===== src/rtl/sdc_pkg.sv =====
// Shared definitions for the saturating counter pair: state encodings and
// default geometry used by both the up-counter and the down-counter.
package sdc_pkg;

   typedef enum logic [1:0] {
      SDC_IDLE  = 2'b00,
      SDC_RUN   = 2'b01,
      SDC_EMPTY = 2'b10
   } sdc_state_e;

   localparam int unsigned SdcWidth = 3;
   localparam int unsigned SdcMax   = 5;

endpackage


===== src/rtl/dffr_n.sv =====
// Single-bit flop with asynchronous active-low reset to 0.
module dffr_n (
   input  logic clk_i,
   input  logic rst_ni,
   input  logic d_i,
   output logic q_o
);

   always_ff @(posedge clk_i or negedge rst_ni) begin
      if (!rst_ni) begin
         q_o <= 1'b0;
      end else begin
         q_o <= d_i;
      end
   end

endmodule


===== src/rtl/sdc.sv =====
// Saturating down-counter: loads a count, drains one step per dec, holds at
// zero, pulses done on the 1->0 step and keeps a sticky err flag.
module sdc
   import sdc_pkg::*;
#(
   parameter int unsigned WIDTH = SdcWidth,
   parameter int unsigned MAX   = SdcMax
) (
   input  logic             clk_i,
   input  logic             rst_ni,
   input  logic             ctr_rst_i,
   input  logic             ld_i,
   input  logic [WIDTH-1:0] ld_val_i,
   input  logic             dec_i,
   output logic [WIDTH-1:0] out_o,
   output logic             zero_o,
   output logic             done_o,
   output logic             err_o
);

   localparam logic [WIDTH-1:0] MaxVal = WIDTH'(MAX);
   localparam logic [WIDTH-1:0] One    = WIDTH'(1);
   localparam int unsigned      NBits  = 2 + WIDTH + 2;

   sdc_state_e       state_q, state_d;
   logic [WIDTH-1:0] out_q, out_d;
   logic             err_q, err_d;
   logic             done_q, done_d;

   logic [NBits-1:0] bits_d, bits_q;

   always_comb begin
      state_d = state_q;
      out_d   = out_q;
      err_d   = err_q;
      done_d  = 1'b0;
      if (ctr_rst_i) begin
         state_d = SDC_IDLE;
         out_d   = '0;
         err_d   = 1'b0;
      end else if (ld_i) begin
         if (ld_val_i <= MaxVal) begin
            out_d   = ld_val_i;
            state_d = (ld_val_i != '0) ? SDC_RUN : SDC_EMPTY;
         end else begin
            err_d = 1'b1;
         end
      end else if (dec_i) begin
         unique case (state_q)
            SDC_RUN: begin
               out_d = out_q - One;
               if (out_q == One) begin
                  state_d = SDC_EMPTY;
                  done_d  = 1'b1;
               end
            end
            // Saturate instead of wrapping; draining an empty counter is an error.
            SDC_EMPTY: err_d = 1'b1;
            default: ;
         endcase
      end
   end

   assign bits_d = {state_d, out_d, err_d, done_d};

   for (genvar i = 0; i < NBits; i++) begin : g_bit
      dffr_n u_bit (
         .clk_i  (clk_i),
         .rst_ni (rst_ni),
         .d_i    (bits_d[i]),
         .q_o    (bits_q[i])
      );
   end

   assign state_q = sdc_state_e'(bits_q[NBits-1 -: 2]);
   assign out_q   = bits_q[WIDTH+1 -: WIDTH];
   assign err_q   = bits_q[1];
   assign done_q  = bits_q[0];

   assign out_o  = out_q;
   assign zero_o = (out_q == '0);
   assign done_o = done_q;
   assign err_o  = err_q;

endmodule

===== config.mk =====
export PLATFORM = sky130hd
export DESIGN_NAME = sdc
export DESIGN_NICKNAME = d
export VERILOG_FILES = /design/src/rtl/sdc_pkg.sv /design/src/rtl/dffr_n.sv /design/src/rtl/sdc.sv
export SDC_FILE = /design/constraint.sdc
export NUM_CORES = 1
export LEC_CHECK = 0
export CAP_MARGIN = 20
export CORE_AREA = 2 2 39 41
export CTS_CLUSTER_DIAMETER = 80
export DETAILED_ROUTE_END_ITERATION = 10
export DIE_AREA = 0 0 41 43
export SYNTH_ARGS = -nofsm -noshare
export SYNTH_HDL_FRONTEND = slang
export SYNTH_SLANG_ARGS = --single-unit

===== constraint.sdc =====
create_clock -name clk_i -period 1.4 [get_ports clk_i]
set_input_delay 0.35 -clock clk_i [delete_from_list [all_inputs] [get_ports clk_i]]
set_output_delay 0.35 -clock clk_i [all_outputs]
set_load 0.005 [all_outputs]

==> results of run 1 <==
-- logic make-up after synthesis --
kind of cell	count (synthesis)	synth area share, %
compound gates	12	23.2
fa+ha+maj	3	8.80
buf+inv	7	8.80
flops	7	41.1
simple gates	9	18.2
-- per-stage QoR --
stage,hold WS (ns),cells
2_1_floorplan,0.0544,38
3_3_place_gp,0.547,75
3_5_place_dp,0.550,75
4_1_cts,0.367,80
5_1_grt,0.376,80
6_report,0.361,80
-- cell usage in the layout (no fill, tap or decap) --
master and count:
dfrtp_1 7, a31oi_1 1, a32oi_1 1, clkbuf_1 1, a21boi_4 1, nand2_1 1, o311a_1 1, nor3_2 1
buf_4 12, clkbuf_4 3, nand4bb_1 1, o32ai_1 1, or3_1 1, buf_2 1, and2_1 1, dlygate4sd2_1 4
a211o_1 1, inv_2 2, ha_1 3, o31ai_2 1, a22oi_1 1, a2111oi_2 1, a21oi_1 3, inv_1 2
clkdlybuf4s50_1 6, nor2b_1 2, and4bb_4 1, and3_4 1, clkdlybuf4s15_1 2
-- layout make-up --
cell class	count	area [um2]
sequential	7	175
multi-input combinational	24	226
tap	16	20.0
inverter	4	15.0
fill	138	711
timing repair buffer	25	210
clock buffer	4	26.3
-- power breakdown --
| part | leakage [nW] | switching [mW] | internal (mW) |
|---|---|---|---|
| Clock | 0.0150 | 0.0722 | 0.109 |
| Combinational | 0.208 | 0.0546 | 0.0804 |
| Sequential | 0.0938 | 0.00752 | 0.215 |
-- metal layers --
metal | up-vias | wire (um)
li1 | 190 | -
met1 | 163 | 386
met2 | 9 | 454
met3 | 2 | 40
met4 | 0 | 8
met5 | - | 0
-- worst max-delay path by stage --
| stage | startpoint | end | slack (ns) | depth (start not counted) |
|---|---|---|---|---|
| 3_5_place_dp | ld_i | g_bit[6].u_bit.q_o | -0.30 | 4 |
| 6_report | g_bit[2].u_bit.q_o | zero_o | 0.003 | 4 |
| 3_3_place_gp | ld_i | g_bit[6].u_bit.q_o | -0.28 | 4 |
| 2_1_floorplan | g_bit[6].u_bit.q_o | g_bit[3].u_bit.q_o | 0.19 | 3 |
| 5_1_grt | g_bit[2].u_bit.q_o | zero_o | -0.05 | 4 |
| 4_1_cts | g_bit[2].u_bit.q_o | zero_o | -0.10 | 4 |
-- repair_timing --
item	4_1_cts	5_1_grt
endpoints found under the setup margin	8	3
setup buffers	1	0
pin swaps	1	1
resized for setup	9	7
-- worst max-delay path, cell delays in order, from the launching register on --
cell and delay [ns]:
dfrtp_1 0.35, inv_2 0.04, ha_1 0.18, nor2b_1 0.12, buf_2 0.11
==> results.toml, run 1 <==
[outcome]
status = "completed"

[sta]
clock_skew_ns = 0.00143
finalWorstSetupSlack_ns = 0.00325
grt_setup_unrepaired = "yes"
final_hold_viol_count = 0
worstMarginPinSlew_ns = 0.322
max_freq_mhz = 716
tns_ns = 0
relSlewSlack_pct = 78.4
slew_viol_final = 0
fin_crit_sh_pct = 99.8
setup_violations = 0
period_minus_slack_ns = 1.40

[detailed_routing]
wl_per_cell_um = 11.1
drtPass1Iterations = 2
detail-route-antenna-nets = 0
initialDrtViolationCount = 3
wl_um = 890
vias = 364
via_per_inst = 4.55
drc = 0

[power]
ir_worst_vdd_mv = 0.366
power.total_mw = 0.538
p_per_area_mw_per_mm2 = 799
p_leak_nw = 0.317

[synth]
yosysTopAreaCell = "dfrtp_1"
ys.warnings.count = 0
syn-num-nets = 49
synth_area_um2 = 427
async_flop_share_pct = 100
synth_ff_type = "dfrtp_1"
synth_top_area_share_pct = 41.1
synth.distinct_cells = 22
synth_common_cells = "7 x dfrtp_1, 4 x inv_1, 3 x a21oi_1, 3 x buf_4, 3 x ha_1"
ys_top_cells_by_area = "dfrtp_1 41%, ha_1 8.8%, buf_4 5.3%"
syn_avg_cell_area_um2 = 11.2
syn_inst = 38
synth_seq_cells = 7
yosysMostFrequentCell = "dfrtp_1"
synth_edf_count = 0
yosysSeqAreaShare_pct = 41.1

[die]
die_w_um = 41
initial_core_util_pct = 30.8
die_h_um = 43
dieArea_mm2 = 0.00176
io_pins = 14
coreArea_mm2 = 0.00138
rows = 14

[worst_hold_path]
hold_class = "in -> async"

[global_routing]
top_usage_layer = "met2"
use_met3_pct = 3.14
met2_usage_pct = 18.8
antenna_found_initial = 0
grt_pass1_wl_um = 1450
grt-ovfl-total = 0
grt_max_degree = 8
grt_util_met1_pct = 14.5
grt_pass1_vias = 364
track_usage_pct = 12.6

[critical_path]
cp-end-kind = "output port"
required_ns = 1.05
cp.arrival_ns = 1.05
critical_path_class = "reg -> out"
rr_endpoint = "g_bit[6].u_bit.q_o"
reg2reg_slack_ns = 0.09
r2r-start = "g_bit[2].u_bit.q_o"
rr_worst_depth = 4
cp-start-kind = "flop"
cp_max_fo = 2

[clocking]
cts_tree = "yes"
root_buffer = "clkbuf_4"
holdBufCountCts = 0
clockBufferDepth = 2
cts_sinks = 7
h-tree-depth = 1
clkLatencyLatePin_ns = 0.25
clk_pin_slew_ns = 0.05
cts_buffers = 3

[layout]
regMostFlops = "g_bit.u_bit.q_o"
reg_top3 = "g_bit.u_bit.q_o x7"
syn2layout_area_growth_pct = 57.8
largest_register_ffs = 7
layout-drive-gt1-share_pct = 37.5
final_area_um2 = 673
nNetsFinal = 76
final_core_util_pct = 48.6
diodes = 0

[placed_design]
post-place-ws_ns = -0.302
post-dp-hpwl_um = 725
gp_congestion = 0.787
portBuffers = 13
place_area_um2 = 637

[run]
drv_cap = 0
Power figures use the tool's default switching activity.
==> inputs of run 2 (changes only) <==
--- a/config.mk
+++ b/config.mk
@@ -10,6 +10,7 @@
 export CTS_CLUSTER_DIAMETER = 80
 export DETAILED_ROUTE_END_ITERATION = 10
 export DIE_AREA = 0 0 41 43
+export SKIP_CTS_REPAIR_TIMING = 1
 export SYNTH_ARGS = -nofsm -noshare
 export SYNTH_HDL_FRONTEND = slang
 export SYNTH_SLANG_ARGS = --single-unit
==> run 2 against run 1 <==
Against the previous run:
- the run now ends with negative setup slack left
- global-route usage stayed put
- sequential power hardly changed
- maximum frequency is 1.1% lower
- clock power hardly changed
- non-clock buffer count is 1 lower
- final cell count is 1.3% lower
- sequential share of layout area is 0.93 points lower
- critical path type unchanged
- highest routed layer unchanged
==> results.toml, run 2 (synthesized netlist as in run 1, its figures left out) <==
[power]
ir_worst_vdd_mv = 0.390
p_leak_nw = 0.389
seq_power_share_pct = 40.8
switching_share_pct = 25.3
power_frac_clock_pct = 33.0
p_per_area_mw_per_mm2 = 782
switching_power_mw = 0.138
power.total_mw = 0.546
p_int_mw = 0.408
combPwrFrac_pct = 26.2

[sta]
period_minus_slack_ns = 1.41
slew_viol_final = 0
clock_skew_ns = 0.00224
max_freq_mhz = 708
grt_setup_unrepaired = "yes"
fin_crit_sh_pct = 101
finalWorstSetupSlack_ns = -0.0128
worstMarginPinSlew_ns = 0.322
relSlewSlack_pct = 78.5
setup_violations = 1
final_hold_viol_count = 0

[detailed_routing]
detail-route-antenna-nets = 0
drtPass1Iterations = 2
wl_um = 928
wl_per_cell_um = 11.7
initialDrtViolationCount = 1
drc = 0
via_per_inst = 4.57
vias = 361

[layout]
diodes = 0
multi_input_area_um2 = 239
ff_latch_area_um2 = 175
fillers = 133
layout_common_cells = "11 x buf_4, 7 x dfrtp_1, 6 x clkdlybuf4s50_1, 6 x dlymetal6s2s_1"
syn2layout_area_growth_pct = 63.6
nNetsFinal = 75
layout-drive-gt1-share_pct = 36.5
regMostFlops = "g_bit.u_bit.q_o"
mostFrequentLayoutCell = "buf_4"
largest_register_ffs = 7
reg_top3 = "g_bit.u_bit.q_o x7"

[clocking]
clkLatencyLatePin_ns = 0.25
cts_sinks = 7
cts_buffers = 3
root_buffer = "clkbuf_4"
h-tree-depth = 1
clockBufferDepth = 2
clk_pin_slew_ns = 0.05
cts_tree = "yes"

[die]
die_w_um = 41
io_pins = 14
dieArea_mm2 = 0.00176
die_h_um = 43
rows = 14
coreArea_mm2 = 0.00138
initial_core_util_pct = 30.8

[worst_hold_path]
hold_class = "in -> async"

[placed_design]
gp_congestion = 0.787
post-place-ws_ns = -0.302
portBuffers = 13
post-dp-hpwl_um = 725

[global_routing]
grt_max_degree = 8
grt_util_met1_pct = 14.8
track_usage_pct = 12.6
antenna_found_initial = 0
grt_pass1_vias = 357
grt_pass1_wl_um = 1450
grt-ovfl-total = 0
use_met3_pct = 3.14
met2_usage_pct = 18.4
top_usage_layer = "met2"

[outcome]
status = "finished with violations"
violations = "negative setup slack"

[critical_path]
cp-start-kind = "flop"
cp-end-kind = "output port"
rr_worst_depth = 4
cp.arrival_ns = 1.06
cp_max_fo = 2
critical_path_class = "reg -> out"
required_ns = 1.05

[run]
drv_cap = 0
==> run 2: cell count changes in the layout (fill, tap and decap cells not counted), sizes merged <==
cell           delta
dlymetal6s2s      +6
dlygate4sd2       -4
clkdlybuf4s15     -2
buf               -1
==> run 2: area by class of cell <==
| type | count | area share (%) |
|---|---|---|
| multi-input cells | 24 | 34.2 |
| repair buffers | 24 | 31.9 |
| flip-flops and latches | 7 | 25.1 |
| clock buffers | 4 | 3.76 |
| well taps | 16 | 2.87 |
| inverters | 4 | 2.15 |
==> run 2: routing by layer <==
metal / vias up / share of wire, % / wire, um
met2: 9 / 52 / 480
met1: 161 / 42 / 393
met5: - / 0 / 0
met3: 2 / 4.8 / 45
met4: 0 / 0.86 / 8
li1: 189 / - / -
==> run 2: worst paths after layout <==
check / startpoint / to / slack, ns
setup / recovery: g_bit[2].u_bit.q_o / zero_o / -0.01
hold / removal: rst_ni / g_bit[5].u_bit.q_o / 0.36
setup reg to reg: g_bit[2].u_bit.q_o / g_bit[6].u_bit.q_o / 0.09
hold reg to reg: g_bit[1].u_bit.q_o / g_bit[1].u_bit.q_o / 0.55
max in group asynchronous: rst_ni / g_bit[3].u_bit.q_o / 0.80
min in group clk_i: ld_i / g_bit[1].u_bit.q_o / 0.54
==> run 2: critical path: stages (launching register included) <==
cell	delay, ns
dfrtp_1	0.35
inv_2	0.05
ha_1	0.19
nor2b_1	0.12
buf_2	0.12
==> run 2: stage by stage <==
| step | util (%) | setup TNS (ns) | cells | cell area (um2) | hold WS (ns) |
|---|---|---|---|---|---|
| 6_report | 50.5 | -0.0128 | 79 | 698 | 0.361 |
| 5_1_grt | 50.5 | -0.0795 | 79 | 698 | 0.376 |
| 4_1_cts | 47.9 | -0.907 | 79 | 663 | 0.367 |
| 3_5_place_dp | 46.0 | -1.50 | 75 | 637 | 0.550 |
| 3_3_place_gp | 46.0 | -1.38 | 75 | 637 | 0.547 |
| 2_1_floorplan | - | 0 | 38 | 427 | 0.0544 |
==> run 2: power by group through the flow <==
stage          Clock (mW)  Combinational (mW)  Sequential, mW
2_1_floorplan           0              0.0569           0.225
3_3_place_gp            0               0.139           0.225
3_5_place_dp            0               0.138           0.226
4_1_cts             0.190               0.139           0.222
5_1_grt             0.205               0.157           0.223
6_report            0.180               0.143           0.223
==> inputs of run 3 (changes only) <==
--- a/config.mk
+++ b/config.mk
@@ -5,6 +5,7 @@
 export SDC_FILE = /design/constraint.sdc
 export NUM_CORES = 1
 export LEC_CHECK = 0
+export ABC_CLOCK_PERIOD_IN_PS = 1400
 export CAP_MARGIN = 20
 export CORE_AREA = 2 2 39 41
 export CTS_CLUSTER_DIAMETER = 80
==> results of run 3 <==
Same layout as run 2: the final DEF is identical, and so are final timing and power.
